`src/rtl/padder_result_queue_if.sv`:
```
// Result stream leaving the padder result queue.
// Ready/valid handshake carrying {tag, carry, sum}.
interface padder_result_queue_if #(
    parameter int TAG_W = 4
) ();
    logic             valid;
    logic             ready;
    logic [31:0]      sum;
    logic             carry;
    logic [TAG_W-1:0] tag;

    modport master (
        output valid, sum, carry, tag,
        input  ready
    );

    modport slave (
        input  valid, sum, carry, tag,
        output ready
    );
endinterface

```
`src/rtl/padder_result_queue.sv`:
```
// Result capture queue behind the pipelined 32-bit adder.
// Credit-throttled issue; results come back in issue order.
module padder_result_queue #(
    parameter  int LATENCY = 4,
    parameter  int DEPTH   = 8,
    parameter  int TAG_W   = 4,
    localparam int CW      = $clog2(DEPTH + 1),
    localparam int FW      = $clog2(LATENCY + 1),
    localparam int PW      = $clog2(DEPTH)
) (
    input  logic                 Clock,
    input  logic                 Reset_n,
    input  logic                 IssueValid,
    input  logic [TAG_W-1:0]     IssueTag,
    output logic                 IssueReady,
    input  logic [31:0]          S,
    input  logic                 CO,
    padder_result_queue_if.master out_if,
    output logic [CW-1:0]        Count,
    output logic [FW-1:0]        InFlight
);

    typedef struct packed {
        logic [TAG_W-1:0] tag;
        logic             carry;
        logic [31:0]      sum;
    } entry_t;

    logic [LATENCY-1:0] vld_q, vld_d;
    logic [TAG_W-1:0]   tag_q [LATENCY];
    entry_t             mem_q [DEPTH];
    logic [PW-1:0]      wr_q, rd_q;
    logic [CW-1:0]      cnt_q;
    logic [FW-1:0]      inflight;
    entry_t             head;
    logic               accept, push, pop;

    assign accept = IssueValid && IssueReady;
    assign push   = vld_q[LATENCY-1];
    assign pop    = out_if.valid && out_if.ready;

    always_comb begin
        vld_d    = '0;
        vld_d[0] = accept;
        for (int i = 1; i < LATENCY; i++) begin
            vld_d[i] = vld_q[i-1];
        end
    end

    always_comb begin
        inflight = '0;
        for (int i = 0; i < LATENCY; i++) begin
            inflight = inflight + FW'(vld_q[i]);
        end
    end

    // Credits come from registered state only; a same-cycle pop grants nothing.
    assign IssueReady = (int'(cnt_q) + int'(inflight)) < DEPTH;

    always_ff @(posedge Clock or negedge Reset_n) begin
        if (!Reset_n) begin
            vld_q <= '0;
            for (int i = 0; i < LATENCY; i++) begin
                tag_q[i] <= '0;
            end
            for (int j = 0; j < DEPTH; j++) begin
                mem_q[j] <= '0;
            end
            wr_q  <= '0;
            rd_q  <= '0;
            cnt_q <= '0;
        end else begin
            vld_q    <= vld_d;
            tag_q[0] <= IssueTag;
            for (int i = 1; i < LATENCY; i++) begin
                tag_q[i] <= tag_q[i-1];
            end
            if (push) begin
                mem_q[wr_q] <= '{tag: tag_q[LATENCY-1], carry: CO, sum: S};
                wr_q        <= wr_q + PW'(1);
            end
            if (pop) begin
                rd_q <= rd_q + PW'(1);
            end
            unique case ({push, pop})
                2'b10:   cnt_q <= cnt_q + CW'(1);
                2'b01:   cnt_q <= cnt_q - CW'(1);
                default: cnt_q <= cnt_q;
            endcase
        end
    end

    assign head         = mem_q[rd_q];
    assign out_if.valid = (cnt_q != '0);
    assign out_if.sum   = head.sum;
    assign out_if.carry = head.carry;
    assign out_if.tag   = head.tag;
    assign Count        = cnt_q;
    assign InFlight     = inflight;

    a_no_overflow: assert property (
        @(posedge Clock) disable iff (!Reset_n)
        !(push && cnt_q == CW'(DEPTH))
    );

endmodule

```
`src/flat_wrapper.sv`:
```
// flat-port wrapper written by rule: the top's interface ports become plain ports
module padder_result_queue_flat 
#(
    parameter  int LATENCY = 4,
    parameter  int DEPTH   = 8,
    parameter  int TAG_W   = 4,
    localparam int CW      = $clog2(DEPTH + 1),
    localparam int FW      = $clog2(LATENCY + 1),
    localparam int PW      = $clog2(DEPTH)
)
  (Clock, Reset_n, IssueValid, IssueTag, IssueReady, S, CO, Count, InFlight, out_if_valid, out_if_sum, out_if_carry, out_if_tag, out_if_ready);
  padder_result_queue_if #(.TAG_W(TAG_W)) out_if_i ();
  input  logic Clock;
  input  logic Reset_n;
  input  logic IssueValid;
  input  logic [TAG_W-1:0] IssueTag;
  output logic IssueReady;
  input  logic [31:0] S;
  input  logic CO;
  output logic [CW-1:0] Count;
  output logic [FW-1:0] InFlight;
  output wire logic [$bits(out_if_i.valid)-1:0] out_if_valid;
  output wire logic [$bits(out_if_i.sum)-1:0] out_if_sum;
  output wire logic [$bits(out_if_i.carry)-1:0] out_if_carry;
  output wire logic [$bits(out_if_i.tag)-1:0] out_if_tag;
  input wire logic [$bits(out_if_i.ready)-1:0] out_if_ready;
  assign out_if_valid = out_if_i.valid;
  assign out_if_sum = out_if_i.sum;
  assign out_if_carry = out_if_i.carry;
  assign out_if_tag = out_if_i.tag;
  assign out_if_i.ready = out_if_ready;
  padder_result_queue #(.LATENCY(LATENCY), .DEPTH(DEPTH), .TAG_W(TAG_W)) u_core (.Clock(Clock), .Reset_n(Reset_n), .IssueValid(IssueValid), .IssueTag(IssueTag), .IssueReady(IssueReady), .S(S), .CO(CO), .out_if(out_if_i), .Count(Count), .InFlight(InFlight));
endmodule
```
`config.mk`:
```
export PLATFORM = sky130hd
export DESIGN_NAME = padder_result_queue_flat
export DESIGN_NICKNAME = d
export VERILOG_FILES = /design/src/rtl/padder_result_queue_if.sv /design/src/rtl/padder_result_queue.sv /design/src/flat_wrapper.sv
export SDC_FILE = /design/constraint.sdc
export NUM_CORES = 1
export LEC_CHECK = 0
export BUFFER_PORTS_ARGS = -buffer_cell sky130_fd_sc_hd__buf_2
export CORE_UTILIZATION = 65
export CTS_CLUSTER_DIAMETER = 200
export DETAILED_ROUTE_END_ITERATION = 8
export HOLD_SLACK_MARGIN = 0.03
export PLACE_DENSITY = 0.89
export SYNTH_ARGS = -nofsm -noshare
export SYNTH_HDL_FRONTEND = slang
export SYNTH_SLANG_ARGS = --single-unit
export TNS_END_PERCENT = 10
```
`constraint.sdc`:
```
create_clock -name Clock -period 8.3 [get_ports Clock]
set_input_delay 2.49 -clock Clock [delete_from_list [all_inputs] [get_ports Clock]]
set_output_delay 2.49 -clock Clock [all_outputs]
set_load 0.02 [all_outputs]
```
==> impl_metrics.tcl <==
set metrics [dict create \
    fin_skew_ns 0.02568 \
    crit_fanout 44 \
    antenna_found_initial 1 \
    grt_pass1_vias 8300 \
    synth-async-reset-ratio_pct 100.0 \
    crit_type "reg2out" \
    htree_num_levels 2 \
    netlist.top_cell.by_area "dfrtp_1" \
    synth_flop_cell "dfrtp_1" \
    grt_usage_pct 26.09 \
    syn_inst 849 \
    finalHoldViolCount 0 \
    via_count 7678 \
    finish.utilization_pct 74.15 \
    yosysTopAreaCellShare_pct 56.50 \
    cts_tree "done" \
    cts-root-buf "clkbuf_16" \
    row_count 54 \
    ys_top_cells_by_area "dfrtp_1, mux2_2, mux4_2" \
    synthToLayoutAreaGrowth_pct 12.08 \
    grt-ovfl-total 0 \
    num_antenna_cells 0 \
    pin_count 87 \
    hpwl_mm 15.42 \
    peakVddDrop_mv 0.2853 \
    antenna_left 0 \
    grt_pass1_wl_mm 44.79 \
    timing.final.ws_setup_ns 2.484 \
    drt_iter0_markers 364 \
    synth_edf_count 0 \
    syn_nets 901 \
    ys_seq_area_share_pct 56.50 \
    powerDensity_nw_per_um2 454.1 \
    hold_slack_ns 0.3454 \
    power_w 0.007348 \
    holdBufCountCts 0 \
    fin_crit_sh_pct 70.08 \
    avgSynthCellArea_um2 17.01 \
    crit_path_end_kind "primary output" \
    yosysUniqueCellTypes 32 \
    initial_utilization_pct 66.16 \
    coreArea_um2 21820 \
    multi_input_area_um2 5919 \
    path_clk_slew_ns 0.06 \
    ff_latch_area_um2 8167 \
    worst_ep_required_time_ns 5.81 \
    io_buffers 86 \
    drc 0 \
    cts_resized 0 \
    drt_first_pass_iters 4 \
    worst_slew_margin_rel_pct 24.57 \
    timing.fmax_mhz 171.9 \
    tns_ns 0 \
    grt_max_degree 142 \
    min_period_ns 5.816 \
    die_w_um 151.0 \
    cts-buffers-inserted 34 \
    timing.max_cap.violations 0 \
    crit_chain "buf_4 > mux4_2 > mux2_2 > buf_2" \
    worstSkewPairLatency_ns 0.51 \
    power_leakage_nw 6.986 \
    crit_path_start_kind "flip-flop" \
    num-nets-final 982 \
    slowest_stage "dfrtp_4" \
    maxSlewViolCount 0 \
    arrival_ns 3.33 \
    dieArea_um2 22810 \
    finalSetupViolations 0 \
    num-fill-cells 1259 \
    place_ws_ns 2.958 \
    wl_mm 27.80 \
    place.gp.congestion 0.7217 \
    post_cts_buffers 0 \
    synth-seq-cells 326 \
    rsz0062_at_grt "no" \
    wl_per_cell_um 22.54 \
    die_h_um 151.0 \
    syn_area_um2 14440 \
    synth_warnings 0 \
    tightest_slew_ns 1.131 \
    status "complete, no violations" \
    drive_above_1_share_pct 60.34 \
    clock_sinks 326 \
    cpPeakStageDelay_ns 1.00 \
    vias_per_cell 6.227 \
    cts_buffer_depth 3 \
    hp-class "reg2reg" \
]
[layout make-up]
class                      count  area share [%]
timing repair buffer          99           3.402
sequential                   326           50.47
clock inverter                13          0.9279
clock buffer                  46           6.224
tap                          280           2.165
multi-input combinational    459           36.58
inverter                      10          0.2320
[metal layers]
metal  vias up  GRT usage, %  wire length (µm)
met1      4115         36.40             12110
li1       3342             -                 -
met2       167         43.10             13880
met3        52         4.277              1252
met4         2         7.050               538
met5         -             0                13
[kinds of logic after synthesis]
logic type               synth area share, %
AND/OR/NAND/NOR                        1.343
flip-flops                             56.50
buffers and inverters                  2.565
AO/OA/AOI/OAI                         0.3467
XOR/XNOR                              0.3640
multiplexers                           37.82
adder cells (fa/ha/maj)                1.057
[metrics by stage]
| step | instance area (µm²) | instances |
|---|---|---|
| after floorplan | 14440 | 849 |
| after global placement | 15020 | 1174 |
| after detailed placement | 15020 | 1174 |
| after CTS | 16180 | 1233 |
| after global routing | 16180 | 1233 |
| final | 16180 | 1233 |
[sequential cells by signal, summed over array words and instances (netlist names)]
register	flops
u_core.mem_q	296
u_core.tag_q	16
u_core.Count	4
u_core.vld_q	4
u_core.rd_q	3
u_core.wr_q	3
[cell usage in the layout (no fill, tap or decap), drive strengths merged, types with 2 or more instances in the layout]
cell type,synthesis,layout
mux2,336,336
inv,10,12
fa,2,2
clkinv,0,7
nand4b,3,3
nor3,3,3
nand3,3,3
dfrtp,326,326
a21oi,2,2
clkbuf,7,46
xnor2,4,4
ha,9,9
buf,47,99
nand2,4,4
nor3b,5,5
mux4,74,74
bufinv,0,3
xor2,2,2
[final timing paths]
path | from | to | slack, ns | cells after the start
min reg2reg | u_core.tag_q[15]$_DFF_PN0_ | u_core.tag_q[11]$_DFF_PN0_ | 0.35 | 0
max reg2reg | u_core.Count[3]$_DFFE_PN0P_ | u_core.Count[3]$_DFFE_PN0P_ | 5.15 | 8
min in group asynchronous | Reset_n | u_core.Count[0]$_DFFE_PN0P_ | 2.07 | 1
max in group asynchronous | Reset_n | u_core.mem_q[16]$_DFFE_PN0P_ | 4.85 | 2
max | u_core.rd_q[0]$_DFFE_PN0N_ | out_if_tag[3] | 2.48 | 4
min | u_core.tag_q[15]$_DFF_PN0_ | u_core.tag_q[11]$_DFF_PN0_ | 0.35 | 0
[synthesized netlist by cell type, types with 3 or more instances]
master,count
clkbuf_1,7
buf_2,26
mux2_2,334
mux4_2,74
buf_4,16
ha_1,9
nand4b_1,3
nand2_1,4
nor3b_1,5
dfrtp_1,326
inv_1,10
nand3_1,3
xnor2_1,4
buf_6,5
[critical path: cells and delay by family, from the launching register on]
family | cells | cell delay, ns
buffers and inverters | 2 | 0.85
multiplexers | 2 | 0.90
flip-flops | 1 | 1.00
[report_power, final]
group	leakage, nW	internal (W)	switching [W]
sequential	3.89	0.00236	0.000590
combinational	2.52	0.00168	0.00116
clock	0.577	0.000945	0.000611
total	6.99	0.00499	0.00236
(Power assumes the default switching activity.)
